===== src/rtl/adc_multi_current_check_if.sv =====
// Interface for the multi-channel over-current monitor: configuration, the
// time-multiplexed ADC sample stream and the latched fault outputs.
interface adc_multi_current_check_if #(
  parameter int NUM_CH = 4,
  parameter int DATA_W = 16,
  parameter int CNT_W  = 8,
  parameter int CH_W   = 2
);
  logic              bypass;
  logic              clear_fail;
  logic              pulse_cw_select;
  logic [DATA_W-1:0] pulse_limit;
  logic [DATA_W-1:0] cw_limit;
  logic [CNT_W-1:0]  trip_count;
  logic [NUM_CH-1:0] ch_enable;
  logic              adc_data_valid;
  logic [CH_W-1:0]   adc_ch;
  logic [DATA_W-1:0] adc_data;
  logic [NUM_CH-1:0] fail_ch;
  logic              current_limit_fail;
  logic [CH_W-1:0]   first_fail_ch;
  logic [DATA_W-1:0] first_fail_data;

  modport master (
    output bypass, clear_fail, pulse_cw_select, pulse_limit, cw_limit,
           trip_count, ch_enable, adc_data_valid, adc_ch, adc_data,
    input  fail_ch, current_limit_fail, first_fail_ch, first_fail_data
  );

  modport slave (
    input  bypass, clear_fail, pulse_cw_select, pulse_limit, cw_limit,
           trip_count, ch_enable, adc_data_valid, adc_ch, adc_data,
    output fail_ch, current_limit_fail, first_fail_ch, first_fail_data
  );
endinterface


===== src/rtl/adc_multi_current_check.sv =====
// Multi-channel over-current monitor: debounces consecutive over-limit samples
// per channel and latches per-channel/summary fault plus first-fault capture.
module adc_multi_current_check #(
  parameter int NUM_CH = 4,
  parameter int DATA_W = 16,
  parameter int CNT_W  = 8,
  parameter int CH_W   = 2
) (
  input  logic                      clk,
  input  logic                      rstn,
  adc_multi_current_check_if.slave  bus
);

  typedef enum logic [1:0] {IDLE, ARMED, TRIPPED} state_t;

  state_t                       state_q, state_d;
  logic                         valid_q;
  logic [CH_W-1:0]              ch_q;
  logic [DATA_W-1:0]            data_q;
  logic [NUM_CH-1:0][CNT_W-1:0] cnt_q, cnt_d;
  logic [NUM_CH-1:0]            fail_ch_q, fail_ch_d;
  logic                         clf_q, clf_d;
  logic [CH_W-1:0]              first_ch_q, first_ch_d;
  logic [DATA_W-1:0]            first_data_q, first_data_d;

  logic [DATA_W-1:0]            limit;
  logic                         over;
  logic [CNT_W-1:0]             trip_thr;
  logic [NUM_CH-1:0]            hit;
  logic [NUM_CH-1:0]            trip_hit;
  logic [NUM_CH-1:0][CNT_W-1:0] cnt_inc;

  assign limit    = bus.pulse_cw_select ? bus.pulse_limit : bus.cw_limit;
  assign over     = data_q > limit;
  assign trip_thr = (bus.trip_count == '0) ? CNT_W'(1) : bus.trip_count;

  // Out-of-range tags never match any gi, so they are dropped implicitly.
  for (genvar gi = 0; gi < NUM_CH; gi++) begin : g_ch
    logic [CNT_W:0] run_len;
    assign run_len      = {1'b0, cnt_q[gi]} + (CNT_W+1)'(1);
    assign hit[gi]      = valid_q && (ch_q == CH_W'(gi)) && bus.ch_enable[gi];
    assign cnt_inc[gi]  = (&cnt_q[gi]) ? cnt_q[gi] : cnt_q[gi] + CNT_W'(1);
    assign trip_hit[gi] = hit[gi] && over && (run_len >= {1'b0, trip_thr});
  end

  always_comb begin
    state_d      = state_q;
    cnt_d        = cnt_q;
    fail_ch_d    = fail_ch_q;
    clf_d        = clf_q;
    first_ch_d   = first_ch_q;
    first_data_d = first_data_q;
    case (state_q)
      IDLE: begin
        cnt_d = '0;
        if (!bus.bypass) state_d = ARMED;
      end
      ARMED: begin
        for (int i = 0; i < NUM_CH; i++) begin
          if (trip_hit[i])                          cnt_d[i] = cnt_inc[i];
          else if (!bus.ch_enable[i] || bus.clear_fail) cnt_d[i] = '0;
          else if (hit[i])                          cnt_d[i] = over ? cnt_inc[i] : '0;
        end
        // A trip outranks a simultaneous clear or disarm request.
        if (|trip_hit) begin
          state_d      = TRIPPED;
          fail_ch_d    = trip_hit;
          clf_d        = 1'b1;
          first_ch_d   = ch_q;
          first_data_d = data_q;
        end else if (bus.bypass) begin
          state_d = IDLE;
          cnt_d   = '0;
        end
      end
      TRIPPED: begin
        if (bus.clear_fail) begin
          state_d      = IDLE;
          cnt_d        = '0;
          fail_ch_d    = '0;
          clf_d        = 1'b0;
          first_ch_d   = '0;
          first_data_d = '0;
        end
      end
      default: state_d = IDLE;
    endcase
  end

  always_ff @(posedge clk or negedge rstn) begin
    if (!rstn) begin
      state_q      <= IDLE;
      valid_q      <= 1'b0;
      ch_q         <= '0;
      data_q       <= '0;
      cnt_q        <= '0;
      fail_ch_q    <= '0;
      clf_q        <= 1'b0;
      first_ch_q   <= '0;
      first_data_q <= '0;
    end else begin
      state_q      <= state_d;
      valid_q      <= bus.adc_data_valid;
      ch_q         <= bus.adc_ch;
      data_q       <= bus.adc_data;
      cnt_q        <= cnt_d;
      fail_ch_q    <= fail_ch_d;
      clf_q        <= clf_d;
      first_ch_q   <= first_ch_d;
      first_data_q <= first_data_d;
    end
  end

  assign bus.fail_ch            = fail_ch_q;
  assign bus.current_limit_fail = clf_q;
  assign bus.first_fail_ch      = first_ch_q;
  assign bus.first_fail_data    = first_data_q;

endmodule


===== src/flat_wrapper.sv =====
// flat-port wrapper written by rule: the top's interface ports become plain ports
module adc_multi_current_check_flat 
#(
  parameter int NUM_CH = 4,
  parameter int DATA_W = 16,
  parameter int CNT_W  = 8,
  parameter int CH_W   = 2
)
  (clk, rstn, bus_bypass, bus_clear_fail, bus_pulse_cw_select, bus_pulse_limit, bus_cw_limit, bus_trip_count, bus_ch_enable, bus_adc_data_valid, bus_adc_ch, bus_adc_data, bus_fail_ch, bus_current_limit_fail, bus_first_fail_ch, bus_first_fail_data);
  adc_multi_current_check_if #(.NUM_CH(NUM_CH), .DATA_W(DATA_W), .CNT_W(CNT_W), .CH_W(CH_W)) bus_i ();
  input  logic clk;
  input  logic rstn;
  input wire logic [$bits(bus_i.bypass)-1:0] bus_bypass;
  input wire logic [$bits(bus_i.clear_fail)-1:0] bus_clear_fail;
  input wire logic [$bits(bus_i.pulse_cw_select)-1:0] bus_pulse_cw_select;
  input wire logic [$bits(bus_i.pulse_limit)-1:0] bus_pulse_limit;
  input wire logic [$bits(bus_i.cw_limit)-1:0] bus_cw_limit;
  input wire logic [$bits(bus_i.trip_count)-1:0] bus_trip_count;
  input wire logic [$bits(bus_i.ch_enable)-1:0] bus_ch_enable;
  input wire logic [$bits(bus_i.adc_data_valid)-1:0] bus_adc_data_valid;
  input wire logic [$bits(bus_i.adc_ch)-1:0] bus_adc_ch;
  input wire logic [$bits(bus_i.adc_data)-1:0] bus_adc_data;
  output wire logic [$bits(bus_i.fail_ch)-1:0] bus_fail_ch;
  output wire logic [$bits(bus_i.current_limit_fail)-1:0] bus_current_limit_fail;
  output wire logic [$bits(bus_i.first_fail_ch)-1:0] bus_first_fail_ch;
  output wire logic [$bits(bus_i.first_fail_data)-1:0] bus_first_fail_data;
  assign bus_i.bypass = bus_bypass;
  assign bus_i.clear_fail = bus_clear_fail;
  assign bus_i.pulse_cw_select = bus_pulse_cw_select;
  assign bus_i.pulse_limit = bus_pulse_limit;
  assign bus_i.cw_limit = bus_cw_limit;
  assign bus_i.trip_count = bus_trip_count;
  assign bus_i.ch_enable = bus_ch_enable;
  assign bus_i.adc_data_valid = bus_adc_data_valid;
  assign bus_i.adc_ch = bus_adc_ch;
  assign bus_i.adc_data = bus_adc_data;
  assign bus_fail_ch = bus_i.fail_ch;
  assign bus_current_limit_fail = bus_i.current_limit_fail;
  assign bus_first_fail_ch = bus_i.first_fail_ch;
  assign bus_first_fail_data = bus_i.first_fail_data;
  adc_multi_current_check #(.NUM_CH(NUM_CH), .DATA_W(DATA_W), .CNT_W(CNT_W), .CH_W(CH_W)) u_core (.clk(clk), .rstn(rstn), .bus(bus_i));
endmodule

===== config.mk =====
export PLATFORM = sky130hd
export DESIGN_NAME = adc_multi_current_check_flat
export DESIGN_NICKNAME = d
export VERILOG_FILES = /design/src/rtl/adc_multi_current_check_if.sv /design/src/rtl/adc_multi_current_check.sv /design/src/flat_wrapper.sv
export SDC_FILE = /design/constraint.sdc
export NUM_CORES = 1
export LEC_CHECK = 0
export CAP_MARGIN = 20
export CORE_ASPECT_RATIO = 0.8
export CORE_MARGIN = 10
export CORE_UTILIZATION = 35
export DETAILED_ROUTE_END_ITERATION = 10
export SYNTH_ARGS = -nofsm -noshare
export SYNTH_HDL_FRONTEND = slang
export SYNTH_SLANG_ARGS = --single-unit

===== constraint.sdc =====
create_clock -name clk -period 4.75 [get_ports clk]
set_input_delay 1.425 -clock clk [delete_from_list [all_inputs] [get_ports clk]]
set_output_delay 1.425 -clock clk [all_outputs]
set_load 0.01 [all_outputs]

==> results.toml, run 1 <==
[outcome]
outcome = "finished, final reports clean"

[die]
fp.dieW_um = 154
start_util = 0.362
dieArea_um2 = 19500
core_um2 = 13800
rows = 38
io_pins = 91
dieHeight_um = 127

[pwr]
max-vdd-ir-drop_mv = 0.167
power.density_nw_per_um2 = 241
power.leakage_uw = 0.00291

[clock_network]
clock_sinks = 76
cts_tree = "built"
postCtsHoldBufs = 0
clock_path_buffers = 2
root_buffer = "clkbuf_16"
htreeDepth = 3
postCtsResizedCells = 0
cts_made_buffers = 9
worstSkewPairLatency_ps = 340
clk_pin_slew_worst_paths_ps = 60
cts_setup_buffers = 0

[timing]
hold_viol = 0
fin_skew_ps = 7.76
tightest_slew_ps = 981
rsz0062_at_grt = "no"
slew_violations = 0
maxSlewHeadroom = 0.344
fmax_mhz = 232
min_period_over_period = 0.908
setup_tns_ps = 0
setup_viol = 0
fin_ws_ps = 439
period_minus_slack_ps = 4310

[logic_synthesis]
yosysSeqAreaShare = 0.381
yosysUniqueCellTypes = 62
synth_cells = 548
async_flop_share = 1.00
synth_edf_count = 0
ys_ff_latch = 76
synth_nets = 664
syn_area_per_cell_um2 = 9.11
syn_area_um2 = 4990
ys.flop_type = "dfrtp_1"
ys_warn_count = 0

[detailed_routing]
ant_nets = 0
totalWireLength_um = 15000
drtIter0Drc = 350
wl_per_cell_um = 17.9
dr_total_vias = 4449
avgViaCountPerCell = 5.30
first_pass_iters = 5
drcViolationCount = 0

[final_layout]
area_growth_pct = 31.4
layout_commonest_cell = "clkdlybuf4s50_1"
n_fill_cell = 1298
layout-drive-gt1-share = 0.0744
diodes = 0
final_cell_mix = "clkdlybuf4s50_1, dfrtp_1, nand2_1"
layout.nets = 770
final_util = 0.476

[worst_setup_path]
worst-r2r-cell-count = 16
cp_slowest_cell = "clkdlybuf4s50_1"
cp-start-kind = "primary input"
path_max_fanout = 11
crit_end = "u_core.cnt_q[8]"
r2r_slack_ps = 890
r2r_end = "u_core.cnt_q[8]"
critPathMaxStageDelay_ps = 420
cp.required_ps = 4980
path_cells = "clkdlybuf4s50_1, nor3_1, a41o_1, ha_1, nand2b_1, a21oi_1, a211oi_1, o31ai_1, nor4b_4, buf_4, o22a_1, buf_12, o21ai_1, a22o_1"
path_class = "primary input to register"
startpoint = "bus_trip_count[1]"
arrival_ps = 4540
r2r-start = "u_core.cnt_q[0]"
cp-end-kind = "register"

[hold_path]
hp-class = "register to register"

[grt]
antenna_found_initial = 0
grt_pass1_wl_um = 23500
grt_overflow = 0
grt_max_degree = 77
groute.usage.overall = 0.148
grt_pass1_vias = 4329

[place]
place_congestion = 0.865
preCtsSetupSlack_ps = 78.4
port_buffers = 90
dp_hpwl_um = 11500

[job]
cap_violations = 0
[critical path: cells and delay by family]
family                   cells  cell delay [ps]
buffers and inverters        3              740
adder cells (fa/ha/maj)      1              250
AO/OA/AOI/OAI                7             1490
AND/OR/NAND/NOR              3              620
[registers in the layout, summed over array words and instances (netlist names)]
| name | count |
|---|---|
| u_core.cnt_q | 32 |
| u_core.bus.first_fail_data | 16 |
| u_core.data_q | 16 |
| u_core.bus.fail_ch | 4 |
| u_core.bus.first_fail_ch | 2 |
| u_core.ch_q | 2 |
| u_core.state_q | 2 |
| u_core.bus.current_limit_fail | 1 |
| u_core.valid_q | 1 |
[cell families (layout without fill, tap and decap cells)]
| group | Yosys count | after routing | share of synthesized area |
|---|---|---|---|
| AO/OA/AOI/OAI | 148 | 148 | 0.196 |
| XOR/XNOR | 23 | 23 | 0.0434 |
| adder cells (fa/ha/maj) | 50 | 50 | 0.124 |
| buffers and inverters | 45 | 156 | 0.0366 |
| flip-flops | 76 | 76 | 0.381 |
| multiplexers | 17 | 17 | 0.0343 |
| AND/OR/NAND/NOR | 189 | 189 | 0.184 |
[layout make-up]
type | instances | area [um^2] | area share
tap | 180 | 225 | 0.0343
inverter | 27 | 101 | 0.0155
multi-input combinational | 427 | 2910 | 0.444
clock inverter | 5 | 60.1 | 0.00916
sequential | 76 | 1900 | 0.290
clock buffer | 11 | 243 | 0.0370
timing repair buffer | 113 | 1120 | 0.170
[where the power goes]
part | switching [uW] | leakage (uW) | internal, uW
combinational | 96.7 | 0.00175 | 108
clock | 282 | 0.000146 | 423
sequential | 9.11 | 0.00101 | 659
[cells in the mapped netlist, types with 9 or more instances]
cell,instances,area [um^2]
a21oi_1,31,155
a31oi_1,9,56.3
dfrtp_1,76,1900
ha_1,48,601
inv_1,27,101
mux2i_1,16,160
nand2_1,68,255
nand3_1,24,120
nand4_1,13,81.3
nor2_1,36,135
o21ai_0,37,185
xnor2_1,16,140
[worst min path at each step]
stage	start	end	depth (start not counted)	slack, ps
6_report	u_core.bus.current_limit_fail	u_core.bus.current_limit_fail	1	480
5_1_grt	u_core.bus.current_limit_fail	u_core.bus.current_limit_fail	1	490
4_1_cts	u_core.bus.current_limit_fail	u_core.bus.current_limit_fail	1	480
3_5_place_dp	u_core.bus.current_limit_fail	u_core.bus.current_limit_fail	1	470
3_3_place_gp	u_core.bus.current_limit_fail	u_core.bus.current_limit_fail	1	460
2_1_floorplan	u_core.data_q[0]	u_core.bus.first_fail_data[0]	2	450
[routing by layer]
metal | wire length (um) | share of wire | vias to the layer above | global-route usage
li1 | - | - | 2215 | -
met1 | 6780 | 0.45 | 2110 | 0.188
met2 | 7510 | 0.50 | 106 | 0.245
met3 | 489 | 0.033 | 18 | 0.0321
met4 | 249 | 0.017 | 0 | 0.0505
met5 | 0 | 0 | - | 0
[metrics by stage]
step / hold WS [ps] / instance area [um^2] / std cells / total power [uW]
final: 476 / 6560 / 839 / 1580
after global routing: 488 / 6560 / 839 / 1640
after CTS: 482 / 6530 / 838 / 1590
after detailed placement: 469 / 6230 / 822 / 882
after global placement: 457 / 6230 / 822 / 878
after floorplan: 450 / 4990 / 548 / 764
No activity file was read; power rests on OpenSTA's default activity.
==> inputs of run 2 (changes only) <==
--- a/config.mk
+++ b/config.mk
@@ -11,4 +11,5 @@
 export CORE_UTILIZATION = 35
 export DETAILED_ROUTE_END_ITERATION = 10
+export SETUP_SLACK_MARGIN = 0.05
 export SYNTH_ARGS = -nofsm -noshare
 export SYNTH_HDL_FRONTEND = slang
==> constraint.sdc (replaced) <==
create_clock -name clk -period 4.75 [get_ports clk]
set_input_delay 0.7125 -clock clk [delete_from_list [all_inputs] [get_ports clk]]
set_output_delay 0.7125 -clock clk [all_outputs]
set_load 0.01 [all_outputs]
==> results.toml, run 2 (synthesis results as in run 1) <==
[outcome]
outcome = "finished, final reports clean"

[clock_network]
clk_pin_slew_worst_paths_ps = 60
cts_setup_buffers = 0
worstSkewPairLatency_ps = 340
clock_sinks = 76
root_buffer = "clkbuf_16"
clock_path_buffers = 2
cts_tree = "built"
postCtsResizedCells = 0
cts_made_buffers = 9
postCtsHoldBufs = 0
htreeDepth = 3

[die]
io_pins = 91
dieArea_um2 = 19500
dieHeight_um = 127
rows = 38
start_util = 0.362
core_um2 = 13800
fp.dieW_um = 154

[final_layout]
diodes = 0
n_fill_cell = 1280
seqCellArea_um2 = 1900
final_cell_mix = "clkdlybuf4s50_1, dfrtp_1, nand2_1"
largest_reg_flops = 32
top_register = "u_core.cnt_q"
layout_commonest_cell = "clkdlybuf4s50_1"
layout-drive-gt1-share = 0.0558
multi_input_area_um2 = 2910
layout.nets = 756
area_growth_pct = 29.9

[grt]
antenna_found_initial = 0
grt_pass1_wl_um = 23500
groute.usage.overall = 0.147
grt_overflow = 0
grt_pass1_vias = 4435
grt_max_degree = 77

[job]
cap_violations = 0

[detailed_routing]
drtIter0Drc = 320
dr_total_vias = 4448
first_pass_iters = 7
totalWireLength_um = 14700
ant_nets = 0
drcViolationCount = 0
avgViaCountPerCell = 5.39
wl_per_cell_um = 17.8

[hold_path]
hp-class = "primary input to async pin"

[pwr]
max-vdd-ir-drop_mv = 0.160
power.total_uw = 1680
internal-power_uw = 1300
switchingPower_uw = 379
p_sw_frac = 0.225
comb_power_share = 0.116
pwr-share-seq = 0.397
power.leakage_uw = 0.00286
p_clk_frac = 0.487
power.density_nw_per_um2 = 260

[timing]
maxSlewHeadroom = 0.346
min_period_over_period = 0.836
setup_tns_ps = 0
rsz0062_at_grt = "no"
fmax_mhz = 252
tightest_slew_ps = 978
slew_violations = 0
setup_viol = 0
period_minus_slack_ps = 3970
fin_skew_ps = 7.76
hold_viol = 0
fin_hold_ws_ps = 193

[worst_setup_path]
cp_slowest_cell = "dfrtp_1"
path_buf_inv = 2
path_cells = "ha_1, nand3_1, nor3_1, xor2_1, ha_1, a21o_1, a21o_1, o31ai_1, o21ai_0, nor4b_4, buf_4, o22ai_2, buf_4, and2_1, a221o_1"
cp.required_ps = 4970
path_delay_family = "compound AO/OA/AOI/OAI gates"
path_class = "register to register"
arrival_ps = 4200
cp-start-kind = "register"
path_max_fanout = 18
critPathMaxStageDelay_ps = 430
cp-end-kind = "register"

[place]
place_congestion = 0.855
port_buffers = 90
dp_hpwl_um = 11500
## run 2: final timing paths
kind | cells after the start | slack (ps) | to | startpoint
max in group asynchronous | 2 | 3970 | u_core.data_q[8] | rstn
min reg2reg | 2 | 500 | u_core.bus.first_fail_data[0] | u_core.data_q[0]
min | 1 | 190 | u_core.cnt_q[20] | rstn
max reg2reg | 15 | 780 | u_core.cnt_q[11] | u_core.cnt_q[0]
min in group clk | 2 | 500 | u_core.bus.first_fail_data[0] | u_core.data_q[0]
max | 15 | 780 | u_core.cnt_q[11] | u_core.cnt_q[0]
## run 2: layout make-up
type | count | area share
Clock buffer | 11 | 0.0390
Clock inverter | 5 | 0.0166
Inverter | 27 | 0.0156
Multi-Input combinational cell | 427 | 0.449
Sequential cell | 76 | 0.293
Tap cell | 180 | 0.0347
Timing Repair Buffer | 99 | 0.152
## run 2: stage by stage
stage / instance area (um^2) / setup WS (ps) / util / instances
finish: 6480 / 777 / 0.470 / 825
global route: 6480 / 480 / 0.470 / 825
CTS: 6460 / 783 / 0.468 / 824
detailed placement: 6100 / 480 / 0.442 / 808
global placement: 6100 / 600 / 0.442 / 808
floorplan: 4990 / 821 / - / 548
## run 2: power by group through the flow
stage	registers (uW)	logic (uW)	clock network, uW
after detailed placement	681	193	0
final	669	195	819
after CTS	669	194	836
after floorplan	679	84.6	0
after global placement	681	188	0
after global routing	670	216	865
## run 2: metal layers
metal  wire [um]  track usage  up-vias
met2        7420        0.248       98
met1        6680        0.188     2155
met4         151       0.0405        0
met3         474       0.0274       10
met5           0            0        -
li1            -            -     2185
